<file path="src/rtl/dds_pkg.sv">
// Shared types and sizes for the DDS frequency control block.
// Latency: n/a (package). Backpressure: n/a.
// Holds the FSM state encoding, key indices and BCD digit helpers.
package dds_pkg;

    localparam int NDIG  = 6;
    localparam int BCD_W = 24;
    localparam int FTW_W = 32;
    localparam int ACC_W = 20;

    // Bit positions of the keys in the packed key vectors, in priority order
    localparam int KE = 0;
    localparam int KU = 1;
    localparam int KD = 2;
    localparam int KL = 3;
    localparam int KR = 4;
    localparam int NKEY = 5;

    typedef enum logic [1:0] {
        CONV = 2'd0,
        LOAD = 2'd1,
        IDLE = 2'd2,
        EDIT = 2'd3
    } state_t;

    function automatic logic [3:0] bcd_inc(input logic [3:0] d);
        return (d >= 4'd9) ? 4'd0 : d + 4'd1;
    endfunction

    function automatic logic [3:0] bcd_dec(input logic [3:0] d);
        return (d == 4'd0) ? 4'd9 : d - 4'd1;
    endfunction

endpackage

</file>
<file path="src/rtl/dds_freq_ctrl_key_debounce.sv">
// Key debouncer: 2-FF sync, stable counter, one-cycle press pulse on a debounced 1->0.
// Latency: 2 sync cycles + DB_CYCLES stable samples before level/press change.
// Backpressure: none; press is a fire-and-forget pulse.
module key_debounce #(
    parameter int DB_CYCLES = 1_000_000
) (
    input  logic clkin,
    input  logic rst_n,
    input  logic key,
    output logic level,
    output logic press
);

    localparam int CW = $clog2(DB_CYCLES) + 1;

    logic [1:0]    sync;
    logic [CW-1:0] cnt;
    logic          differs;
    logic          accept;

    assign differs = (sync[1] != level);
    assign accept  = differs && (cnt == CW'(DB_CYCLES - 1));

    always_ff @(posedge clkin or negedge rst_n) begin
        if (!rst_n) begin
            sync  <= 2'b11;
            cnt   <= '0;
            level <= 1'b1;
            press <= 1'b0;
        end else begin
            sync  <= {sync[0], key};
            press <= accept && !sync[1];
            if (!differs) begin
                cnt <= '0;
            end else if (accept) begin
                cnt   <= '0;
                level <= sync[1];
            end else begin
                cnt <= cnt + CW'(1);
            end
        end
    end

endmodule

</file>
<file path="src/rtl/dds_freq_ctrl.sv">
// DDS front-panel control: debounced keys, 6-digit BCD editor, BCD->ftw conversion (AUTOREPEAT_EN adds ku/kd auto-repeat).
// Latency: ke accepted at T -> 6 CONV cycles -> ftw/ftw_valid registered at T+7.
// Backpressure: none; key events arriving in CONV/LOAD are dropped, ftw_valid is an unacknowledged pulse.
module dds_freq_ctrl
    import dds_pkg::*;
#(
    parameter int              DB_CYCLES = 1_000_000,
    parameter int              FTW_MUL   = 4467,
    parameter logic [BCD_W-1:0] FMAX_BCD  = 24'h100000,
    parameter logic [BCD_W-1:0] RESET_BCD = 24'h001000,
    parameter int              RPT_DLY   = 25_000_000,
    parameter int              RPT_PER   = 5_000_000
) (
    input  logic             clkin,
    input  logic             rst_n,
    input  logic             ke,
    input  logic             ku,
    input  logic             kd,
    input  logic             kl,
    input  logic             kr,
    output logic [BCD_W-1:0] disp_data,
    output logic [2:0]       cursor,
    output logic             editing,
    output logic [FTW_W-1:0] ftw,
    output logic             ftw_valid
);

    logic [NKEY-1:0] key_raw;
    logic [NKEY-1:0] key_lvl;
    logic [NKEY-1:0] key_prs;
    logic [NKEY-1:0] key_rpt;
    logic [NKEY-1:0] ev_raw;

    assign key_raw = {kr, kl, kd, ku, ke};

    for (genvar g = 0; g < NKEY; g++) begin : g_db
        key_debounce #(
            .DB_CYCLES(DB_CYCLES)
        ) u_db (
            .clkin(clkin),
            .rst_n(rst_n),
            .key  (key_raw[g]),
            .level(key_lvl[g]),
            .press(key_prs[g])
        );
    end

    state_t           state, nxt_state;
    logic [BCD_W-1:0] work, nxt_work;
    logic [BCD_W-1:0] committed, nxt_committed;
    logic [ACC_W-1:0] acc, nxt_acc;
    logic [2:0]       idx, nxt_idx;
    logic [2:0]       nxt_cursor;
    logic [FTW_W-1:0] nxt_ftw;
    logic             nxt_vld;

`ifdef AUTOREPEAT_EN
    localparam int RPT_MAX = (RPT_DLY > RPT_PER) ? RPT_DLY : RPT_PER;
    localparam int RW      = $clog2(RPT_MAX) + 1;

    logic [RW-1:0] rpt_cnt;
    logic          rpt_first;
    logic          rpt_hold;
    logic          rpt_fire;

    // Repeat timing is measured from the most recent ku/kd press event
    assign rpt_hold = (state == EDIT) && !(key_lvl[KU] && key_lvl[KD]);
    assign rpt_fire = rpt_hold && !(key_prs[KU] || key_prs[KD]) &&
                      (rpt_first ? (rpt_cnt == RW'(RPT_DLY - 1))
                                 : (rpt_cnt == RW'(RPT_PER - 1)));

    always_ff @(posedge clkin or negedge rst_n) begin
        if (!rst_n) begin
            rpt_cnt   <= '0;
            rpt_first <= 1'b1;
        end else if (!rpt_hold || key_prs[KU] || key_prs[KD]) begin
            rpt_cnt   <= '0;
            rpt_first <= 1'b1;
        end else if (rpt_fire) begin
            rpt_cnt   <= '0;
            rpt_first <= 1'b0;
        end else begin
            rpt_cnt <= rpt_cnt + RW'(1);
        end
    end

    assign key_rpt = {2'b00, rpt_fire & key_lvl[KU] & ~key_lvl[KD],
                      rpt_fire & ~key_lvl[KU], 1'b0};

    logic lvl_unused;
    assign lvl_unused = ^{key_lvl[KE], key_lvl[KL], key_lvl[KR]};
`else
    assign key_rpt = '0;

    logic lvl_unused;
    assign lvl_unused = ^{key_lvl, (RPT_DLY != RPT_PER)};
`endif

    assign ev_raw = key_prs | key_rpt;

    logic ev_e, ev_u, ev_d, ev_l, ev_r;
    assign ev_e = ev_raw[KE];
    assign ev_u = ev_raw[KU] & ~ev_raw[KE];
    assign ev_d = ev_raw[KD] & ~|ev_raw[KU:KE];
    assign ev_l = ev_raw[KL] & ~|ev_raw[KD:KE];
    assign ev_r = ev_raw[KR] & ~|ev_raw[KL:KE];

    always_ff @(posedge clkin or negedge rst_n) begin
        if (!rst_n) begin
            state     <= CONV;
            work      <= RESET_BCD;
            committed <= RESET_BCD;
            acc       <= '0;
            idx       <= 3'd5;
            cursor    <= 3'd0;
            ftw       <= '0;
            ftw_valid <= 1'b0;
        end else begin
            state     <= nxt_state;
            work      <= nxt_work;
            committed <= nxt_committed;
            acc       <= nxt_acc;
            idx       <= nxt_idx;
            cursor    <= nxt_cursor;
            ftw       <= nxt_ftw;
            ftw_valid <= nxt_vld;
        end
    end

    logic [3:0] conv_dig;
    logic [3:0] cur_dig;
    assign conv_dig = work[{idx, 2'b00} +: 4];
    assign cur_dig  = work[{cursor, 2'b00} +: 4];

    always_comb begin
        nxt_state     = state;
        nxt_work      = work;
        nxt_committed = committed;
        nxt_acc       = acc;
        nxt_idx       = idx;
        nxt_cursor    = cursor;
        nxt_ftw       = ftw;
        nxt_vld       = 1'b0;
        case (state)
            CONV: begin
                // MSD first, so acc ends as the binary value of the BCD word
                nxt_acc = acc * ACC_W'(10) + ACC_W'(conv_dig);
                if (idx == 3'd0) nxt_state = LOAD;
                else             nxt_idx   = idx - 3'd1;
            end
            LOAD: begin
                nxt_ftw       = FTW_W'(acc) * FTW_W'(FTW_MUL);
                nxt_committed = work;
                nxt_vld       = 1'b1;
                nxt_state     = IDLE;
            end
            IDLE: begin
                if (ev_e) begin
                    nxt_state  = EDIT;
                    nxt_work   = committed;
                    nxt_cursor = 3'd0;
                end
            end
            EDIT: begin
                if (ev_e) begin
                    if (work > FMAX_BCD) nxt_work = FMAX_BCD;
                    nxt_state = CONV;
                    nxt_acc   = '0;
                    nxt_idx   = 3'd5;
                end else if (ev_u) begin
                    nxt_work[{cursor, 2'b00} +: 4] = bcd_inc(cur_dig);
                end else if (ev_d) begin
                    nxt_work[{cursor, 2'b00} +: 4] = bcd_dec(cur_dig);
                end else if (ev_l) begin
                    nxt_cursor = (cursor >= 3'd5) ? 3'd0 : cursor + 3'd1;
                end else if (ev_r) begin
                    nxt_cursor = (cursor == 3'd0) ? 3'd5 : cursor - 3'd1;
                end
            end
            default: nxt_state = CONV;
        endcase
    end

    assign editing   = (state == EDIT);
    assign disp_data = editing ? work : committed;

endmodule

</file>
<file path="config.mk">
export PLATFORM = sky130hd
export DESIGN_NAME = dds_freq_ctrl
export DESIGN_NICKNAME = d
export VERILOG_FILES = /design/src/rtl/dds_pkg.sv /design/src/rtl/dds_freq_ctrl_key_debounce.sv /design/src/rtl/dds_freq_ctrl.sv
export SDC_FILE = /design/constraint.sdc
export NUM_CORES = 1
export LEC_CHECK = 0
export CORE_MARGIN = 2
export CORE_UTILIZATION = 40
export DETAILED_ROUTE_END_ITERATION = 8
export MAX_ROUTING_LAYER = met4
export PLACE_DENSITY = 0.65
export SLEW_MARGIN = 20
export SYNTH_ARGS = -nofsm -noshare
export SYNTH_HDL_FRONTEND = slang
export SYNTH_SLANG_ARGS = --single-unit
</file>
<file path="constraint.sdc">
create_clock -name clkin -period 5.1 [get_ports clkin]
set_input_delay 0.765 -clock clkin [delete_from_list [all_inputs] [get_ports clkin]]
set_output_delay 0.765 -clock clkin [all_outputs]
set_load 0.02 [all_outputs]
</file>
==> impl_metrics.yaml <==
routing:
  firstDrtPassIters: 7
  drc: 0
  via_per_inst: 5.15
  drt-total-wl_um: 37800
  antenna_left: 0
  route.vias.total: 12900
  wl_per_cell_um: 15.1
  drt_iter0_markers: 678
grt:
  grt_pass1_wl_um: 64400
  grt_pass1_vias: 13200
  grt_usage_pct: 17.7
  grt_max_degree: 119
  antenna_found_initial: 0
  grt_overflow: 0
sta:
  finalSetupViolations: 0
  clock_skew_ns: 0.0172
  drv_slew: 0
  fmax_mhz: 198
  whs_ns: 0.281
  hold_viol: 0
  fin_crit_ns: 5.06
  relSlewSlack_pct: 29.5
  fin_crit_sh_pct: 99.2
  worst_pin_slew_ns: 1.06
  grt_setup_unrepaired: "yes"
yosys:
  ys_types: 79
  synth_enable_flop_cells: 0
  synth_cells: 1762
  syn-num-nets: 2022
  synth-seq-cells: 234
  syn-mean-instance-area_um2: 9.83
  ys_warn_count: 0
  ys_seq_area_share_pct: 33.9
  async_reset_ff_share_pct: 100
  ys.flop_type: "dfrtp_1"
  netlist_area_mm2: 0.0173
flow_run:
  max_cap_viol_count: 0
worst_setup_path:
  cp_common_cell: "fa_1"
  cp_top_family: "adder cells"
  rrSetupSlack_ns: 0.04
  end_kind: "flop"
  critPathKind: "flop to flop"
  critical_path.cell_chain: "fa_2 > ha_4 > fa_1 > fa_1 > inv_2 > fa_1 > inv_2 > ha_4 > and4_1 > a221o_1 > a31o_2 > a221oi_4 > o21bai_1 > a21oi_1 > mux2_4 > o22ai_2"
  cp_slowest_stage_delay_ns: 0.62
  cp.required_ns: 5.58
  path_buf_inv: 2
  critPathSlowestCell: "fa_2"
  cp_max_fo: 5
  start_kind: "flop"
  critPathArrivalTime_ns: 5.54
floorplan:
  io-pin-count: 68
  coreArea_mm2: 0.0429
  die_h_um: 212
  die_w_um: 212
  design.die.area_mm2: 0.0450
  start_util_pct: 40.4
  rows: 76
cells_and_area:
  area_growth_pct: 17.5
  final_cells: 2501
  nFillCells: 3944
  antenna_cells: 0
  fin_util_pct: 47.5
  drive_gt1_share_pct: 16.1
  nets: 2155
  post-route-cell-area_mm2: 0.0204
place:
  placed_area_mm2: 0.0190
  placed_cells: 2432
  io_buffer_count: 67
  dpl.hpwl_um: 27700
  routabilityCongestion: 0.883
clocking:
  cts_tree: "built"
  cts_buffers: 27
  cts.htree.levels: 1
  holdBufCountCts: 0
  ctsRootBufferMaster: "clkbuf_16"
  clkTransAtPathRegs_ns: 0.06
  clkLatencyLatePin_ns: 0.56
  cts.sinks: 234
  clock_path_buffers: 3
worst_hold_path:
  hp-class: "primary input to async pin"
run_status:
  status: "finished, final reports clean"
pwr:
  ir_worst_vdd_uv: 279
  power_density_mw_per_mm2: 192
  power_leakage_nw: 9.83
==> worst paths after layout <==
kind / from / end / cells past startpoint
setup reg to reg: acc[8] / ftw[30] / 16
max in group asynchronous: rst_n / g_db[3].u_db.sync[0] / 2
hold / removal: rst_n / committed[15] / 1
setup / recovery: acc[8] / ftw[30] / 16
hold reg to reg: g_db[2].u_db.sync[0] / g_db[2].u_db.sync[1] / 0
min in group clkin: g_db[2].u_db.sync[0] / g_db[2].u_db.sync[1] / 0
==> report_power, final <==
group	leakage, nW	switching [mW]	total, mW	internal (mW)
Sequential	3.17	0.0117	1.89	1.87
Combinational	6.22	0.0559	0.0720	0.0161
Clock	0.431	0.799	1.94	1.14
Total	9.83	0.867	3.90	3.03
==> what timing repair did <==
item	CTS	global route
buffers inserted	10	9
setup endpoints to repair	8	12
gates resized for setup	17	37
pin swaps	25	38
==> cell families (layout without fill, tap and decap cells) <==
logic type                 after synthesis  count (layout)  synth area share (%)
muxes                                   98              98                  6.83
and+or+nand+nor                        553             553                  15.9
adders and majority gates              253             253                  21.9
buffers and inverters                  228             382                  5.02
xor gates and xnor gates               131             131                  6.62
DFF                                    234             234                  33.9
AOI/OAI and AO/OA                      265             265                  9.81
==> cell type report <==
class	count	area [um2]	area share, %
tap	585	732	3.60
sequential	234	5890	28.9
clock inverter	9	116	0.572
inverter	184	691	3.39
clock buffer	41	768	3.77
timing repair buffer	148	1300	6.41
multi-input combinational	1300	10800	53.3
==> cell usage in the layout (no fill, tap or decap), types with 13 or more instances in the layout <==
cell type	synthesis	layout
mux2_2	82	79
dfstp_2	19	19
dfrtp_1	215	206
clkbuf_16	0	27
a21oi_1	57	56
nand4_1	32	32
fa_1	84	79
nor4_1	13	13
nand2b_1	32	32
and3_1	40	40
xor2_1	46	46
o21ai_0	79	77
clkdlybuf4s50_1	0	66
nor2b_1	14	14
ha_1	169	151
nand2_1	129	129
nand3_1	50	50
buf_4	1	78
ha_4	0	14
or3_1	21	20
xnor2_1	85	85
nor2_1	156	156
nor3_1	19	19
inv_1	183	173
a21o_1	23	23
==> stage by stage <==
step / setup TNS (ns) / power (mW) / setup WS, ns
floorplan: 0 / 1.94 / 0.0208
global placement: -0.00616 / 1.99 / -0.00616
detailed placement: -0.362 / 2.00 / -0.128
CTS: 0 / 3.96 / 0.000752
global route: -0.487 / 4.04 / -0.0983
finish: 0 / 3.90 / 0.0427
==> routing by layer <==
metal	vias up	share of wire (%)	global-route usage (%)
met1	6260	46	22.9
met4	0	1.8	3.74
li1	6338	-	-
met2	242	49	30.0
met3	47	3.7	2.27
met5	-	0	-
==> synthesized netlist by cell type (13+ instances only) <==
cell        n  area share (%)
nor3_1     19            0.55
and3_1     40             1.4
dfrtp_1   215              31
nor2_1    156             3.4
nand3_1    50             1.4
mux2_2     82             5.3
or3_1      21            0.76
a21oi_1    57             1.6
nor4_1     13            0.47
nand2_1   129             2.8
xnor2_1    85             4.3
nand4_1    32             1.2
o21ai_0    79             2.3
xor2_1     46             2.3
inv_1     183             4.0
fa_1       84             9.7
clkbuf_1   34            0.74
nor2b_1    14            0.51
dfstp_2    19             2.9
a21o_1     23             1.0
nand2b_1   32             1.2
ha_1      169              12
==> state kept, by name (all words and copies together) (netlist names) <==
| register | cells |
|---|---|
| acc | 20 |
| committed | 24 |
| cursor | 3 |
| ftw | 32 |
| ftw_valid | 1 |
| g_db.u_db.cnt | 105 |
| g_db.u_db.level | 5 |
| g_db.u_db.press | 5 |
| g_db.u_db.sync | 10 |
| idx | 3 |
| state | 2 |
| work | 24 |
Note: power is estimated with default switching activity, not from simulation.
